[src/rtl/systolic_feed_pkg.sv]
// ============================================================================
// systolic_feed_pkg : shared types, defaults and lane-skew helper for the
//                     systolic feed sequencer.
// Revision: 1.0
// ============================================================================
`default_nettype none

package systolic_feed_pkg;

  typedef enum logic [2:0] {
    IDLE  = 3'd0,
    FILL  = 3'd1,
    DRAIN = 3'd2,
    FLUSH = 3'd3,
    DONE  = 3'd4
  } seq_state_t;

  localparam int DEF_DIM    = 8;
  localparam int DEF_RD_LAT = 1;
  localparam int MAX_DIM    = 64;
  localparam int MAX_DIM_W  = 6;

  // Lane i shifts while DIM <= ... i.e. during drain steps i .. i+dim-1.
  function automatic logic [MAX_DIM-1:0] skew_en(input int unsigned cnt,
                                                  input int unsigned dim);
    logic [MAX_DIM-1:0] en;
    en = '0;
    for (int unsigned i = 0; i < MAX_DIM; i++) begin
      if (i < dim) en[i[MAX_DIM_W-1:0]] = (cnt >= i) && (cnt < i + dim);
    end
    return en;
  endfunction

endpackage

`default_nettype wire

[src/rtl/systolic_feed_seq_skew.sv]
// ============================================================================
// skew_en_gen : registered per-lane FIFO shift enable (fill broadcast or
//               drain skew).
// Revision: 1.0
// ============================================================================
`default_nettype none

module skew_en_gen
  import systolic_feed_pkg::*;
#(
  parameter int DIM = DEF_DIM,
  parameter int CW  = 4
) (
  input  logic           clk,
  input  logic           rst_n,
  input  logic [CW-1:0]  cnt_i,
  input  logic           drain_i,
  input  logic           fill_i,
  output logic [DIM-1:0] fifo_en_o
);

  logic [DIM-1:0] fifo_en_d;
  logic [DIM-1:0] fifo_en_q;

  always_comb begin
    fifo_en_d = '0;
    if (drain_i)     fifo_en_d = DIM'(skew_en(32'(cnt_i), DIM));
    else if (fill_i) fifo_en_d = '1;
  end

  always_ff @(posedge clk or negedge rst_n) begin
    if (!rst_n) fifo_en_q <= '0;
    else        fifo_en_q <= fifo_en_d;
  end

  assign fifo_en_o = fifo_en_q;

endmodule

`default_nettype wire

[src/rtl/systolic_feed_seq.sv]
// ============================================================================
// systolic_feed_seq : FILL/DRAIN/FLUSH sequencer for the systolic FIFO bank.
// Optional perf counters: define SYSTOLIC_FEED_SEQ_PERF_EN.
// Revision: 1.0
// ============================================================================
`default_nettype none

module systolic_feed_seq
  import systolic_feed_pkg::*;
#(
  parameter int DIM    = DEF_DIM,
  parameter int RD_LAT = DEF_RD_LAT,
  parameter int CW     = $clog2(2*DIM + RD_LAT)
) (
  input  logic                     clk,
  input  logic                     rst_n,
  input  logic                     start,
  input  logic                     hold,
  output logic                     ready,
  output logic                     busy,
  output logic                     rd_en,
  output logic [$clog2(DIM)-1:0]   rd_addr,
  output logic                     fill_sel,
  output logic [DIM-1:0]           fifo_en,
  output logic                     array_en,
  output logic                     done
`ifdef SYSTOLIC_FEED_SEQ_PERF_EN
  ,
  output logic [31:0]              perf_cycles,
  output logic [15:0]              perf_stalls
`endif
);

  localparam int            AW         = $clog2(DIM);
  localparam logic [CW-1:0] DIM_C      = CW'(DIM);
  localparam logic [CW-1:0] FILL_LAST  = CW'(DIM + RD_LAT - 1);
  localparam logic [CW-1:0] DRAIN_LAST = CW'(2*DIM - 2);
  localparam logic [CW-1:0] FLUSH_LAST = CW'(DIM - 1);

  seq_state_t     state_q, state_d;
  logic [CW-1:0]  cnt_q, cnt_d;
  logic           rd_en_q, rd_en_d;
  logic [AW-1:0]  rd_addr_q;
  logic           fill_sel_q;
  logic           array_en_q;
  logic           done_q;
  logic           w_stall;
  logic           w_fill_d;
  logic [DIM-1:0] w_fifo_en;

  assign w_stall = hold && ((state_q == DRAIN) || (state_q == FLUSH));

  always_comb begin
    state_d = state_q;
    cnt_d   = cnt_q;
    case (state_q)
      IDLE: if (start) begin
        state_d = FILL;
        cnt_d   = '0;
      end
      FILL: if (cnt_q == FILL_LAST) begin
        state_d = DRAIN;
        cnt_d   = '0;
      end else begin
        cnt_d = cnt_q + 1'b1;
      end
      DRAIN: if (!w_stall) begin
        if (cnt_q == DRAIN_LAST) begin
          state_d = FLUSH;
          cnt_d   = '0;
        end else begin
          cnt_d = cnt_q + 1'b1;
        end
      end
      FLUSH: if (!w_stall) begin
        if (cnt_q == FLUSH_LAST) begin
          state_d = DONE;
          cnt_d   = '0;
        end else begin
          cnt_d = cnt_q + 1'b1;
        end
      end
      DONE:    state_d = IDLE;
      default: state_d = IDLE;
    endcase
  end

  assign rd_en_d = (state_d == FILL) && (cnt_d < DIM_C);

  // Outputs are registered from next-state so they line up with the state they describe.
  always_ff @(posedge clk or negedge rst_n) begin
    if (!rst_n) begin
      state_q    <= IDLE;
      cnt_q      <= '0;
      rd_en_q    <= 1'b0;
      rd_addr_q  <= '0;
      fill_sel_q <= 1'b0;
      array_en_q <= 1'b0;
      done_q     <= 1'b0;
    end else begin
      state_q    <= state_d;
      cnt_q      <= cnt_d;
      rd_en_q    <= rd_en_d;
      rd_addr_q  <= rd_en_d ? cnt_d[AW-1:0] : '0;
      fill_sel_q <= w_fill_d;
      array_en_q <= (state_d == DRAIN) || (state_d == FLUSH);
      done_q     <= (state_d == DONE);
    end
  end

  // w_fill_d is the value fill_sel takes next cycle: rd_en delayed RD_LAT cycles.
  generate
    if (RD_LAT == 1) begin : g_lat1
      assign w_fill_d = rd_en_q;
    end else begin : g_latn
      logic [RD_LAT-2:0] pipe_q;
      always_ff @(posedge clk or negedge rst_n) begin
        if (!rst_n) begin
          pipe_q <= '0;
        end else begin
          pipe_q[0] <= rd_en_q;
          for (int i = 1; i < RD_LAT - 1; i++) pipe_q[i] <= pipe_q[i-1];
        end
      end
      assign w_fill_d = pipe_q[RD_LAT-2];
    end
  endgenerate

  skew_en_gen #(
    .DIM (DIM),
    .CW  (CW)
  ) u_skew (
    .clk       (clk),
    .rst_n     (rst_n),
    .cnt_i     (cnt_d),
    .drain_i   (state_d == DRAIN),
    .fill_i    (w_fill_d),
    .fifo_en_o (w_fifo_en)
  );

  // A stall takes effect in the cycle hold is seen, so the frozen step replays on release.
  assign fifo_en  = w_fifo_en & ~{DIM{w_stall}};
  assign array_en = array_en_q & ~w_stall;
  assign rd_en    = rd_en_q;
  assign rd_addr  = rd_addr_q;
  assign fill_sel = fill_sel_q;
  assign done     = done_q;
  assign ready    = (state_q == IDLE);
  assign busy     = (state_q != IDLE);

`ifdef SYSTOLIC_FEED_SEQ_PERF_EN
  logic [31:0] cyc_q, perf_cycles_q;
  logic [15:0] stall_q, perf_stalls_q;

  always_ff @(posedge clk or negedge rst_n) begin
    if (!rst_n) begin
      cyc_q         <= '0;
      stall_q       <= '0;
      perf_cycles_q <= '0;
      perf_stalls_q <= '0;
    end else begin
      if (state_q == IDLE) begin
        cyc_q   <= '0;
        stall_q <= '0;
      end else begin
        if (cyc_q != '1) cyc_q <= cyc_q + 1'b1;
        if (w_stall && (stall_q != '1)) stall_q <= stall_q + 1'b1;
      end
      if (state_q == DONE) begin
        perf_cycles_q <= (cyc_q == '1) ? cyc_q : cyc_q + 1'b1;
        perf_stalls_q <= stall_q;
      end
    end
  end

  assign perf_cycles = perf_cycles_q;
  assign perf_stalls = perf_stalls_q;
`endif

endmodule

`default_nettype wire

[config.mk]
export PLATFORM = sky130hd
export DESIGN_NAME = systolic_feed_seq
export DESIGN_NICKNAME = d
export VERILOG_FILES = /design/src/rtl/systolic_feed_pkg.sv /design/src/rtl/systolic_feed_seq_skew.sv /design/src/rtl/systolic_feed_seq.sv
export SDC_FILE = /design/constraint.sdc
export NUM_CORES = 1
export LEC_CHECK = 0
export BUFFER_PORTS_ARGS = -buffer_cell sky130_fd_sc_hd__buf_2
export CAP_MARGIN = 20
export CORE_MARGIN = 5
export CORE_UTILIZATION = 45
export CTS_BUF_LIST = sky130_fd_sc_hd__clkbuf_2 sky130_fd_sc_hd__clkbuf_4 sky130_fd_sc_hd__clkbuf_8
export DETAILED_ROUTE_END_ITERATION = 8
export MAX_ROUTING_LAYER = met4
export PLACE_DENSITY = 0.66
export SYNTH_ARGS = -nofsm -noshare
export SYNTH_HDL_FRONTEND = slang
export SYNTH_SLANG_ARGS = --single-unit
[constraint.sdc]
create_clock -name clk -period 2.15 [get_ports clk]
set_input_delay 0.645 -clock clk [delete_from_list [all_inputs] [get_ports clk]]
set_output_delay 0.645 -clock clk [all_outputs]
set_load 0.02 [all_outputs]
==> Yosys cells after proc, flatten, opt, wreduce, memory -nomap -nowiden <==
Index checks and enable logic that the tools add are counted.
{ "word_totals": {"input_bits": 4, "reg_bits": 23, "wordCells": 69, "out_inout_bits": 17} }
{ "op_classes": {"n_addsub": 1, "reduce_logical": 13, "bitwise_logic": 4, "order_cmp": 16, "muxes": 17, "n_eq_ne": 10} }
{ "op_table": {"columns": ["operator", "count"], "rows": [
  ["less-than comparator 5 x 4 -> 1 bit, second input constant", 9],
  ["2-to-1 mux 5 bit", 6],
  ["2-to-1 mux 3 bit", 7],
  [">= comparator 5 x 3 -> 1 bit, second input constant", 4],
  ["one-hot mux 5 bit (4 select lines)", 1],
  ["2-to-1 mux 8 bit", 2],
  ["== test 3 x 2 -> 1 bit, second input constant", 4],
  ["one-hot mux 3 bit (4 select lines)", 1],
  ["== test 5 x 4 -> 1 bit, second input constant", 2],
  [">= comparator 5 x 2 -> 1 bit, second input constant", 2],
  ["logical AND 1 bit", 9],
  ["AND 8 bit", 1],
  ["NOT 8 bit", 1],
  ["== test 3 x 1 -> 1 bit, second input constant", 2],
  ["adder 5 x 1 -> 5 bit, second input constant", 1],
  ["== test 5 x 3 -> 1 bit, second input constant", 1],
  [">= comparator 5 x 1 -> 1 bit, second input constant", 1],
  ["== test 3 bit, second input constant", 1],
  ["zero test 3 bit", 1],
  ["nonzero test 3 bit", 1],
  ["logical OR 1 bit", 2],
  ["AND 1 bit", 1],
  ["NOT 1 bit", 1]
]} }

==> Depth between registers and ports, before layout <==
{ "logic_depth": {"ltp_word": 8, "depth_mapped": 11, "mapped_depth_nobuf": 11} }

==> By module <==
From an unflattened synthesis, not the netlist that was laid out.
{ "hier_totals": {"cells_unflattened": 144, "hier_area_um2": 1378.8} }
{ "by_module_without_submodules": {"columns": ["module", "area_per_inst_um2", "seq_area_each_um2", "n_inst", "cells_per_inst"], "rows": [
  ["systolic_feed_seq", 1013.5, 375.4, 1, 111],
  ["skew_en_gen", 365.4, 200.2, 1, 33]
]} }

==> Worst setup path before layout <==
No wires, ideal clock.
{ "synth_path": {"path_type": "input -> register", "start": "input port hold", "end": "register u_skew.fifo_en_q[1] (netlist: u_skew.fifo_en_o[1])", "setup_time_ns": 0.078, "path_slack_ns": 0.187, "arrival_ns": 1.885, "n_path_buf": 0, "required_ns": 2.072, "cell_stages": 9, "path_cell_list": "nor4b_4 > a311o_2 > o21ai_2 > a21boi_2 > inv_2 > nor2_1 > nand2_1 > xor2_1 > o21ai_1"} }
{ "synth_between": {"elab_chain_len": 6, "word_cells_on_any_way": 12, "classes_between": "order compare (2); eq/ne (1); mux (7); reduce/logical (2)"} }
{ "synth_lines": {"columns": ["item", "line_no", "text"], "rows": [
  ["from (decl)", "systolic_feed_seq.sv:18", "input logic hold,"],
  ["logical AND 1 bit (*)", "systolic_feed_seq.sv:51", "assign w_stall = hold && ((state_q == DRAIN) || (state_q == FLUSH));"],
  ["2-to-1 mux 5 bit (on tied branches)", "systolic_feed_seq.sv:75, systolic_feed_seq.sv:67", null],
  ["one-hot mux 5 bit (4 select lines) (*)", "systolic_feed_seq.sv:56", "case (state_q)"],
  ["named net cnt_d[1]", "systolic_feed_seq.sv:41", "logic [CW-1:0] cnt_q, cnt_d;"],
  [">= comparator 5 x 1 -> 1 bit / less-than comparator 5 x 4 -> 1 bit (equally long branches)", "systolic_feed_pkg.sv:29", "if (i < dim) en[i[MAX_DIM_W-1:0]] = (cnt >= i) && (cnt < i + dim);"],
  ["logical AND 1 bit (*)", "systolic_feed_pkg.sv:29", null],
  ["2-to-1 mux 8 bit (*)", "systolic_feed_seq_skew.sv:27", "if (drain_i) fifo_en_d = DIM'(skew_en(32'(cnt_i), DIM));"],
  ["named net u_skew.fifo_en_d[1]", "systolic_feed_seq_skew.sv:22", "logic [DIM-1:0] fifo_en_d;"],
  ["to (signal assigned)", "systolic_feed_seq_skew.sv:33", "else fifo_en_q <= fifo_en_d;"],
  ["to (decl)", "systolic_feed_seq_skew.sv:23", "logic [DIM-1:0] fifo_en_q;"]
]} }
The timed path passes the listed nets; every way through them passes the cells marked *.

==> Worst setup path in the final report <==
{ "layout_path": {"start": "register state_q[2]", "end": "output port fifo_en[1]"} }
{ "layout_between": {"elab_chain_len": 5, "word_cells_on_any_way": 6, "classes_between": "eq/ne (2); bitwise (2); reduce/logical (2)"} }
{ "layout_lines": {"columns": ["item", "line_no", "text"], "rows": [
  ["from (decl)", "systolic_feed_seq.sv:40", "seq_state_t state_q, state_d;"],
  ["from (signal assigned)", "systolic_feed_seq.sv:101", "state_q <= state_d;"],
  ["== test 3 x 2 -> 1 bit", "systolic_feed_seq.sv:51", null],
  ["logical OR 1 bit (*)", "systolic_feed_seq.sv:51", null],
  ["logical AND 1 bit (*)", "systolic_feed_seq.sv:51", null],
  ["NOT 8 bit (*)", "systolic_feed_seq.sv:142", "assign fifo_en = w_fifo_en & ~{DIM{w_stall}};"],
  ["AND 8 bit (*)", "systolic_feed_seq.sv:142", null],
  ["to (decl)", "systolic_feed_seq.sv:24", "output logic [DIM-1:0] fifo_en,"]
]} }
Mark *: on every way between the ends. The rest lies on a longest branch, timed or not.

==> impl_metrics.env <==
export IMPL_finish_instance_area_um2=1634
export IMPL_hold_viol=0
export IMPL_final_nets=178
export IMPL_cts_root_buf="clkbuf_4"
export IMPL_dr_first_iter_drc_count=39
export IMPL_fin_cells=201
export IMPL_port_buffers=20
export IMPL_cts_tree="yes"
export IMPL_async_flop_share=1.000
export IMPL_syn_avg_cell_area_um2=9.769
export IMPL_grt_first_pass_wirelength_um=4830
export IMPL_drive_gt1_frac=0.3824
export IMPL_rows=19
export IMPL_dr_pass1_iters=4
export IMPL_path_delay_family="buffers and inverters"
export IMPL_vias=1076
export IMPL_synth_top_area_share=0.4532
export IMPL_avgViaCountPerCell=5.353
export IMPL_slew_violations=0
export IMPL_fin_util=0.5977
export IMPL_syn_to_final_growth_pct=28.67
export IMPL_placedCellCount=194
export IMPL_gr_total_overflow=0
export IMPL_cts_hold_fix_buffers=0
export IMPL_fill_cells=238
export IMPL_cellLeakagePower_nw=0.8058
export IMPL_antenna_left=0
export IMPL_max_stage_delay_ps=400
export IMPL_end_kind="output port"
export IMPL_antenna_found_initial=0
export IMPL_start_kind="flop"
export IMPL_worst_pin_slew_ps=493.1
export IMPL_min_period_over_period=0.9899
export IMPL_hold_class="input pin to asynchronous set/reset pin"
export IMPL_setup_violations_final=0
export IMPL_ir_drop_v=0.0009103
export IMPL_dieWidth_um=63.13
export IMPL_crit_buf_inv=3
export IMPL_avgRoutedWirePerCell_um=14.76
export IMPL_dp_hpwl_um=2173
export IMPL_yosys_register_bits=23
export IMPL_crit_fanout=9
export IMPL_slew_limit_headroom=0.6712
export IMPL_grtUsageTotal=0.1574
export IMPL_finalWirelength_um=2966
export IMPL_core_region_area_um2=2734
export IMPL_synth_edf_count=0
export IMPL_crit_path_top_delay_cell="dfrtp_1"
export IMPL_synth_flop_cell="dfrtp_1"
export IMPL_worst_r2r_setup_slack_ps=120
export IMPL_cts_num_sinks=23
export IMPL_clk_path_buf_depth=2
export IMPL_syn_nets=137
export IMPL_synth_top_cell_by_area="dfrtp_1"
export IMPL_path_class="flop to output port"
export IMPL_ctsHtreeMaxLevel=1
export IMPL_post_place_ws_ps=-22.39
export IMPL_die_h_um=63.13
export IMPL_hold_ws_ps=266.4
export IMPL_dieArea_um2=3985
export IMPL_arrival_ps=1480
export IMPL_setup_tns_ps=0
export IMPL_synth_seq_area_share=0.4532
export IMPL_path_clk_slew_ps=120
export IMPL_clock_skew_ps=5.897
export IMPL_cp_required_ps=1500
export IMPL_maxCapViolations=0
export IMPL_drc=0
export IMPL_place_congestion=0.9206
export IMPL_power_mw=2.344
export IMPL_outcome="complete, no violations"
export IMPL_fmax_ghz=0.4699
export IMPL_synth_distinct_cells=39
export IMPL_crit_chain="buf_4, nand3b_1, buf_6, and2_1, buf_2"
export IMPL_period_minus_slack_ps=2128
export IMPL_clk_latency_ps=320
export IMPL_grt_pass1_vias=1011
export IMPL_cts_buffers=3
export IMPL_synthTopCellsByArea="dfrtp_1 (45%), and2_1 (4.4%), nor2_1 (4.4%)"
export IMPL_io_pins=21
export IMPL_synthCells=130
export IMPL_rsz0062_at_grt="yes"
export IMPL_grt_max_degree=24
export IMPL_power_density_nw_per_um2=1435
export IMPL_yosysWarnings=0
export IMPL_fin_ws_ps=21.70
export IMPL_place_area_um2=1518
export IMPL_num_antenna_cells=0
export IMPL_initial_core_util=0.4645
export IMPL_syn_area_um2=1270
## Yosys cell counts, types with 2 or more instances
| library cell | number |
|---|---|
| nand2_1 | 7 |
| nor2_1 | 15 |
| o21a_1 | 2 |
| nand4bb_1 | 2 |
| nand3_1 | 4 |
| nand3b_1 | 2 |
| a21oi_1 | 3 |
| ha_1 | 3 |
| and2_1 | 9 |
| nor2b_1 | 3 |
| xor2_1 | 6 |
| o21ai_1 | 8 |
| inv_1 | 11 |
| o21ai_0 | 4 |
| xnor2_1 | 3 |
| nor3_1 | 3 |
| dfrtp_1 | 23 |
## worst reg2reg max path: cells and delay by family (launching register included)
| kind | cells | cell delay [ps] |
|---|---|---|
| AND/OR/NAND/NOR | 2 | 290 |
| XOR/XNOR | 1 | 140 |
| adder cells (fa/ha/maj) | 1 | 150 |
| buffers and inverters | 2 | 290 |
| flip-flops | 1 | 420 |
| AO/OA/AOI/OAI | 4 | 670 |
## cells in the final DEF, fill, tap and decap left out, types with 3 or more instances in the layout
cell	count
nor2b_1	3
nand2_1	5
xor2_1	6
xnor2_1	3
nor3_1	3
nor2_1	14
and2_1	9
buf_2	19
dfrtp_1	22
inv_1	10
o21ai_0	3
o21ai_1	9
clkbuf_4	3
buf_4	15
buf_6	3
## timing repair
| item | in CTS | in global routing |
|---|---|---|
| pin swaps | 0 | 7 |
| buffers inserted | 2 | 1 |
| resized for setup | 1 | 17 |
| gates cloned | 0 | 0 |
| endpoints found under the setup margin | 10 | 18 |
## flip-flops by register name, indices dropped and copies added (netlist names)
name and flops:
cnt_q 5, u_skew.fifo_en_o 8, fill_sel 1, rd_en 1, array_en_q 1, done 1
rd_addr 3, state_q 3
## report_power, final
group          switching [mW]  total (mW)  internal [mW]
Sequential              0.117       0.705          0.588
Combinational           0.827        1.44          0.610
Clock                   0.132       0.202         0.0698
## layout make-up
type / count / area (um2) / area share
multi-input cells: 93 / 684.4 / 0.4188
flip-flops and latches: 23 / 576.8 / 0.3530
repair buffers: 38 / 261.5 / 0.1600
inverters: 12 / 45.04 / 0.02757
well taps: 31 / 38.79 / 0.02374
clock buffers: 3 / 22.52 / 0.01378
clock inverters: 1 / 5.005 / 0.003063
## cells by family (layout without fill, tap and decap cells)
| logic type | Yosys count | in the layout | share of synthesized area |
|---|---|---|---|
| DFF | 23 | 23 | 0.4532 |
| AOI/OAI and AO/OA | 27 | 27 | 0.1527 |
| muxes | 1 | 1 | 0.008866 |
| and+or+nand+nor | 53 | 53 | 0.2453 |
| adders and majority gates | 3 | 3 | 0.02956 |
| buffers and inverters | 14 | 54 | 0.04827 |
| xor gates and xnor gates | 9 | 9 | 0.06207 |
## layer usage
metal / track usage / vias up / share of wire
met5: - / - / 0
met4: 0.06631 / 0 / 0.029
met3: 0.04263 / 9 / 0.063
met2: 0.2244 / 36 / 0.47
met1: 0.2105 / 516 / 0.44
li1: - / 515 / -
## worst paths after layout
| kind | start | end | cells after the start |
|---|---|---|---|
| worst max-delay path | state_q[2]$_DFF_PN0_ | fifo_en[1] | 5 |
| worst min-delay path | rst_n | state_q[0]$_DFF_PN0_ | 1 |
| worst max register to register | cnt_q[0]$_DFF_PN0_ | u_skew.fifo_en_o[2]$_DFF_PN0_ | 10 |
| worst min register to register | rd_en$_DFF_PN0_ | fill_sel$_DFF_PN0_ | 0 |
| max in group asynchronous | rst_n | cnt_q[1]$_DFF_PN0_ | 1 |
| min in group clk | rd_en$_DFF_PN0_ | fill_sel$_DFF_PN0_ | 0 |
Power figures use the tool's default switching activity.
